--- config.mk ---
export PLATFORM = sky130hd
export DESIGN_NAME = pi_txn_queue
export DESIGN_NICKNAME = d
export VERILOG_FILES = /design/src/rtl/pi_txn_queue.sv
export SDC_FILE = /design/constraint.sdc
export NUM_CORES = 1
export LEC_CHECK = 0
export BUFFER_PORTS_ARGS = -buffer_cell sky130_fd_sc_hd__buf_2
export CORE_MARGIN = 10
export CORE_UTILIZATION = 55
export CTS_CLUSTER_SIZE = 8
export DETAILED_ROUTE_END_ITERATION = 10
export PLACE_DENSITY = 0.85
export SLEW_MARGIN = 20
export SYNTH_ARGS = -nofsm -noshare
export SYNTH_HDL_FRONTEND = slang
export SYNTH_SLANG_ARGS = --single-unit
--- constraint.sdc ---
create_clock -name PI_CLK -period 3.7 [get_ports PI_CLK]
set_input_delay 0.37 -clock PI_CLK [delete_from_list [all_inputs] [get_ports PI_CLK]]
set_output_delay 0.37 -clock PI_CLK [all_outputs]
set_load 0.03 [all_outputs]
--- src/rtl/pi_txn_queue.sv ---
// Pi-side transaction queue: assembles Pi register writes into 68K bus ops, buffers
// them in a FIFO and hands them to the bus FSM. Optional stuck-op abort: PI_TXN_TIMEOUT_EN.
module pi_txn_queue #(
  parameter int DEPTH       = 4,
  parameter int CW          = 3,
  parameter int TIMEOUT_CYC = 4096
) (
  input  logic          PI_CLK,
  input  logic          RESET_n,
  input  logic          wr_pulse,
  input  logic [1:0]    wr_reg,
  input  logic [15:0]   wr_data,
  input  logic          op_start,
  input  logic          op_done,
  input  logic [15:0]   bus_rd_data,
  output logic          op_valid,
  output logic [23:0]   op_addr,
  output logic [15:0]   op_data,
  output logic          op_rw,
  output logic          op_uds_n,
  output logic          op_lds_n,
  output logic [15:0]   rd_data,
  output logic          rd_data_valid,
  output logic          txn_busy,
  output logic [CW-1:0] q_count,
  output logic          q_full,
  output logic [2:0]    err_flags
);

  localparam int PW = (DEPTH > 1) ? $clog2(DEPTH) : 1;

  if (DEPTH < 2 || DEPTH > 16 || (DEPTH & (DEPTH - 1)) != 0 || (2 ** CW) <= DEPTH ||
      TIMEOUT_CYC < 1) begin : g_param_check
    $error("pi_txn_queue: illegal parameter set");
  end

  typedef struct packed {
    logic [23:0] addr;
    logic [15:0] data;
    logic        rw;
    logic        uds_n;
    logic        lds_n;
  } op_t;

  op_t           mem_q [DEPTH];
  op_t           mem_d [DEPTH];
  logic [PW-1:0] wr_ptr_q, wr_ptr_d, rd_ptr_q, rd_ptr_d;
  logic [CW-1:0] count_q, count_d;
  logic          in_flight_q, in_flight_d;
  logic [15:0]   hold_data_q, hold_data_d, hold_addr_q, hold_addr_d;
  logic [15:0]   rd_data_q, rd_data_d;
  logic          rd_valid_q, rd_valid_d;
  logic [2:0]    err_q, err_d;

  op_t  head, new_op;
  logic empty, full, commit, is_byte, misalign, push, pop, start_ok, tmo_hit;

  assign head     = mem_q[rd_ptr_q];
  assign empty    = (count_q == '0);
  assign full     = (count_q == CW'(DEPTH));
  assign start_ok = op_start && !empty && !in_flight_q;
  assign commit   = wr_pulse && (wr_reg == 2'd2);
  assign is_byte  = wr_data[8];
  assign misalign = !is_byte && hold_addr_q[0];
  // The in-flight op still occupies the head slot, so a pop frees room for a same-cycle push.
  assign pop      = in_flight_q && (op_done || tmo_hit);
  assign push     = commit && !misalign && (!full || pop);

  always_comb begin
    new_op.addr  = {wr_data[7:0], hold_addr_q};
    new_op.data  = hold_data_q;
    new_op.rw    = wr_data[9];
    new_op.uds_n = is_byte ? hold_addr_q[0] : 1'b0;
    new_op.lds_n = is_byte ? !hold_addr_q[0] : 1'b0;
  end

`ifdef PI_TXN_TIMEOUT_EN
  localparam int TW = $clog2(TIMEOUT_CYC + 1);
  logic [TW-1:0] tmo_q, tmo_d;

  assign tmo_hit = in_flight_q && (tmo_q == '0) && !op_done;

  always_comb begin
    tmo_d = tmo_q;
    if (start_ok) tmo_d = TW'(TIMEOUT_CYC - 1);
    else if (in_flight_q && tmo_q != '0) tmo_d = tmo_q - TW'(1);
  end

  always_ff @(posedge PI_CLK or negedge RESET_n) begin
    if (!RESET_n) tmo_q <= '0;
    else          tmo_q <= tmo_d;
  end
`else
  assign tmo_hit = 1'b0;
`endif

  always_comb begin
    mem_d       = mem_q;
    wr_ptr_d    = wr_ptr_q;
    rd_ptr_d    = rd_ptr_q;
    count_d     = count_q;
    in_flight_d = in_flight_q;
    hold_data_d = hold_data_q;
    hold_addr_d = hold_addr_q;
    rd_data_d   = rd_data_q;
    rd_valid_d  = rd_valid_q;
    err_d       = err_q;

    if (wr_pulse && wr_reg == 2'd0) hold_data_d = wr_data;
    if (wr_pulse && wr_reg == 2'd1) hold_addr_d = wr_data;
    if (wr_pulse && wr_reg == 2'd3) err_d = err_d & ~wr_data[2:0];

    if (start_ok) in_flight_d = 1'b1;

    if (pop) begin
      in_flight_d = 1'b0;
      rd_ptr_d    = rd_ptr_q + PW'(1);
      if (head.rw) begin
        rd_data_d  = tmo_hit ? 16'hFFFF : bus_rd_data;
        rd_valid_d = 1'b1;
      end
      if (tmo_hit) err_d[2] = 1'b1;
    end

    if (commit && misalign)                err_d[1] = 1'b1;
    if (commit && !misalign && full && !pop) err_d[0] = 1'b1;

    if (push) begin
      mem_d[wr_ptr_q] = new_op;
      wr_ptr_d        = wr_ptr_q + PW'(1);
      if (new_op.rw) rd_valid_d = 1'b0;
    end

    case ({push, pop})
      2'b10:   count_d = count_q + CW'(1);
      2'b01:   count_d = count_q - CW'(1);
      default: count_d = count_q;
    endcase
  end

  always_ff @(posedge PI_CLK or negedge RESET_n) begin
    if (!RESET_n) begin
      for (int i = 0; i < DEPTH; i++) mem_q[i] <= '0;
      wr_ptr_q    <= '0;
      rd_ptr_q    <= '0;
      count_q     <= '0;
      in_flight_q <= 1'b0;
      hold_data_q <= '0;
      hold_addr_q <= '0;
      rd_data_q   <= '0;
      rd_valid_q  <= 1'b0;
      err_q       <= '0;
    end else begin
      mem_q       <= mem_d;
      wr_ptr_q    <= wr_ptr_d;
      rd_ptr_q    <= rd_ptr_d;
      count_q     <= count_d;
      in_flight_q <= in_flight_d;
      hold_data_q <= hold_data_d;
      hold_addr_q <= hold_addr_d;
      rd_data_q   <= rd_data_d;
      rd_valid_q  <= rd_valid_d;
      err_q       <= err_d;
    end
  end

  // Idle head outputs park at the bus-inactive values (read, both strobes off).
  assign op_valid      = !empty && !in_flight_q;
  assign op_addr       = empty ? 24'h0 : head.addr;
  assign op_data       = empty ? 16'h0 : head.data;
  assign op_rw         = empty ? 1'b1 : head.rw;
  assign op_uds_n      = empty ? 1'b1 : head.uds_n;
  assign op_lds_n      = empty ? 1'b1 : head.lds_n;
  assign rd_data       = rd_data_q;
  assign rd_data_valid = rd_valid_q;
  assign txn_busy      = !empty || in_flight_q;
  assign q_count       = count_q;
  assign q_full        = full;
  assign err_flags     = err_q;

endmodule

==> run_results.csv <==
group,metric,value,unit
outcome,status,"complete, no violations",
worst_hold_path,hp-class,"input port to flip-flop",
placed_design,gp_congestion,0.815,
global_route,grt_pass1_wl,36.9,mm
cells_and_area,area_growth,16.0,%
synth,ys_seq_elements,232,
synth,synth_fp_nets,676,
timing,setup_slack,0.735,ns
pwr,total_leakage_power,5.51,nW
setup_path,critPathLaunchType,"flip-flop",
routing,vias_per_cell,5.91,
routing,avgRoutedWirePerCell,23.3,um
timing,period_minus_slack,2.96,ns
global_route,grt_overflow_total,0,
timing,max_freq,337,MHz
cts,clock_sinks,232,
floorplanning,die_x,156,um
synth,synth_edf_count,0,
synth,synth_compound_area_share,0.836,%
pwr,power.density,989,mW/mm2
placed_design,io_buffer_count,107,
synth,yosysUniqueCellTypes,33,
routing,postRouteAntennaNets,0,
cts,clk_path_buf_depth,3,
synth,ys.flop_type,"dfrtp_1",
cells_and_area,num-nets-final,799,
routing,drt_pass1_iterations,4,
timing,rsz0062_at_grt,"no",
run,maxCapViolations,0,
setup_path,cp-end-kind,"output port",
synth,yosysSeqAreaShare,57.0,%
global_route,grt_pass1_vias,6730,
floorplanning,coreArea,0.0181,mm2
floorplanning,num_rows,49,
routing,vias,5821,
timing,finClkSkew,0.0145,ns
timing,tns,0,ns
pwr,ir_worst_vdd,0.648,mV
placed_design,pre_cts_ws,1.18,ns
cts,clock_latency,0.49,ns
global_route,antenna_found_initial,0,
setup_path,crit_start,"rd_ptr_q[0]",
setup_path,cp.arrival,2.59,ns
cts,numCtsBuffers,34,
synth,netlist_instances,631,
timing,hold_viol,0,
timing,min_period_over_period,80.1,%
worst_hold_path,min_from,"bus_rd_data[8]",
cts,htree_levels,2,
placed_design,dp_hpwl,14.5,mm
synth,synth_most_common_cell,"dfrtp_1",
floorplanning,die_area,0.0243,mm2
cts,path_clk_slew,0.05,ns
routing,drc,0,
timing,setup-violations-final,0,
global_route,grt_use_total,19.2,%
synth,yosys_warnings,0,
synth,synthSimpleGateAreaFrac,4.01,%
synth,netlist_area,0.0102,mm2
global_route,grt_max_degree,98,
synth,synth_area_leaders,"dfrtp_1 (57%), mux2_2 (24%), mux4_2 (9.3%)",
timing,maxSlewViolCount,0,
setup_path,slowest_delay,0.83,ns
synth,yosysTopAreaCell,"dfrtp_1",
floorplanning,ios,108,
synth,synth-xor-area-share,0.516,%
synth,synthAdderAreaFrac,0.811,%
floorplanning,dieHeight,156,um
setup_path,cp_slowest_cell,"dfrtp_2",
synth,synth_top_family_by_area,"multiplexers",
routing,wirelength,23.0,mm
setup_path,cp_max_fo,27,
synth,syn_area_per_cell,16.1,um2
synth,synth_commonest_cells,"dfrtp_1 (232), mux2_2 (220), mux4_2 (42)",
timing,tightest_slew,0.915,ns
cts,cts.repair.resized,0,
cts,tritoncts,"done",
synth,ys_async_sr_fraction,100,%
cells_and_area,antennaDiodeCount,0,
setup_path,cp.required,3.33,ns
cts,root_buffer,"clkbuf_16",
floorplanning,initial_core_util,56.3,%
timing,relSlewSlack,39.0,%
cells_and_area,drive_above_1_share,56.7,%
synth,synth.area.mux_share,33.9,%
setup_path,r2r_start,"q_count[1]",
setup_path,cp_cell_sequence,"buf_12 > mux4_2 > and2_1 > buf_2",
synth,yosys.area.top_type_share,57.0,%
setup_path,path_class,"flip-flop to output port",
routing,drt_first_iter_violations,241,
-- path summary, 6_finish.rpt --
check	to	slack, ns	cells past startpoint
max	op_addr[7]	0.74	4
min	rd_data[8]	0.11	2
max reg2reg	mem_q[70]	1.04	5
min reg2reg	mem_q[48]	0.50	1
max in group asynchronous	rd_ptr_q[0]	2.20	3
min in group asynchronous	mem_q[30]	0.46	2
-- placed cells by master, fill, tap and decap left out, drive strengths merged --
cell	Yosys	final
nand3b	1	1
buf	26	121
o21ai	3	3
dlygate4sd3	0	1
nor2	3	3
nand2	10	10
and2	41	41
a31oi	1	1
xor2	2	2
a21oi	2	2
or2	2	2
a2111oi	1	1
xnor2	4	4
nor2b	2	2
nor3b	2	2
fa	1	1
mux4	42	42
ha	5	5
a2bb2oi	1	1
dfrtp	232	232
mux2i	3	3
clkbuf	9	37
inv	8	9
nor3	2	2
a21o	1	1
or3	2	2
a32o	1	1
nand2b	2	2
mux2	220	220
nand3	2	2
-- critical path: cells and delay by family (launching register included) --
kind,cells,cell delay [ns]
buf+inv,2,0.52
mux,1,0.56
flops,1,0.83
simple gates,1,0.18
-- cell families (layout without fill, tap and decap cells) --
family | count (synthesis) | count (layout)
multiplexers | 265 | 265
flip-flops | 232 | 232
AND/OR/NAND/NOR | 69 | 69
buffers and inverters | 43 | 168
AO/OA/AOI/OAI | 10 | 10
adder cells (fa/ha/maj) | 6 | 6
XOR/XNOR | 6 | 6
-- flip-flops by register name, summed over array words and instances (netlist names) --
| name | cells |
|---|---|
| wr_ptr_q | 2 |
| mem_q | 172 |
| err_flags | 3 |
| rd_data | 16 |
| rd_data_valid | 1 |
| q_count | 3 |
| rd_ptr_q | 2 |
| hold_data_q | 16 |
| in_flight_q | 1 |
| hold_addr_q | 16 |
-- where the power goes --
| group | total (W) | internal, W | switching [W] |
|---|---|---|---|
| Sequential | 0.00440 | 0.00362 | 0.000776 |
| Combinational | 0.00462 | 0.00221 | 0.00242 |
| Clock | 0.00266 | 0.00166 | 0.000997 |
-- cell type report --
cell class,instances,area (um2)
clock buffer,37,883
clock inverter,1,8.76
fill,1235,6280
inverter,8,30.0
multi-input combinational,356,4090
sequential,232,5810
tap,229,287
timing repair buffer,122,702
-- per-stage QoR --
stage | power (W) | instance area (um2) | hold slack, ns | utilization, % | instances
3_5_place_dp | 0.00909 | 10900 | 0.465 | 60.2 | 945
5_1_grt | 0.0123 | 11800 | 0.0968 | 65.3 | 985
2_1_floorplan | 0.00766 | 10200 | 0.0744 | - | 631
6_report | 0.0117 | 11800 | 0.109 | 65.3 | 985
3_3_place_gp | 0.00885 | 10900 | 0.439 | 60.2 | 945
4_1_cts | 0.0118 | 11800 | 0.0949 | 65.2 | 984
-- per-layer routing --
| layer | wire length (um) | track usage (%) | up-vias | part of all wire, % |
|---|---|---|---|---|
| met2 | 11500 | 31.4 | 152 | 50 |
| met4 | 335 | 5.44 | 0 | 1.5 |
| met1 | 9930 | 24.7 | 3123 | 43 |
| met5 | 0 | 0 | - | 0 |
| met3 | 1250 | 5.18 | 30 | 5.4 |
| li1 | - | - | 2516 | - |
-- repair_timing --
| item | in CTS | in global routing |
|---|---|---|
| buffers inserted | 0 | 0 |
| hold buffers | 1 | 0 |
| endpoints found under the hold margin | 94 | 0 |
Power figures use the tool's default switching activity.
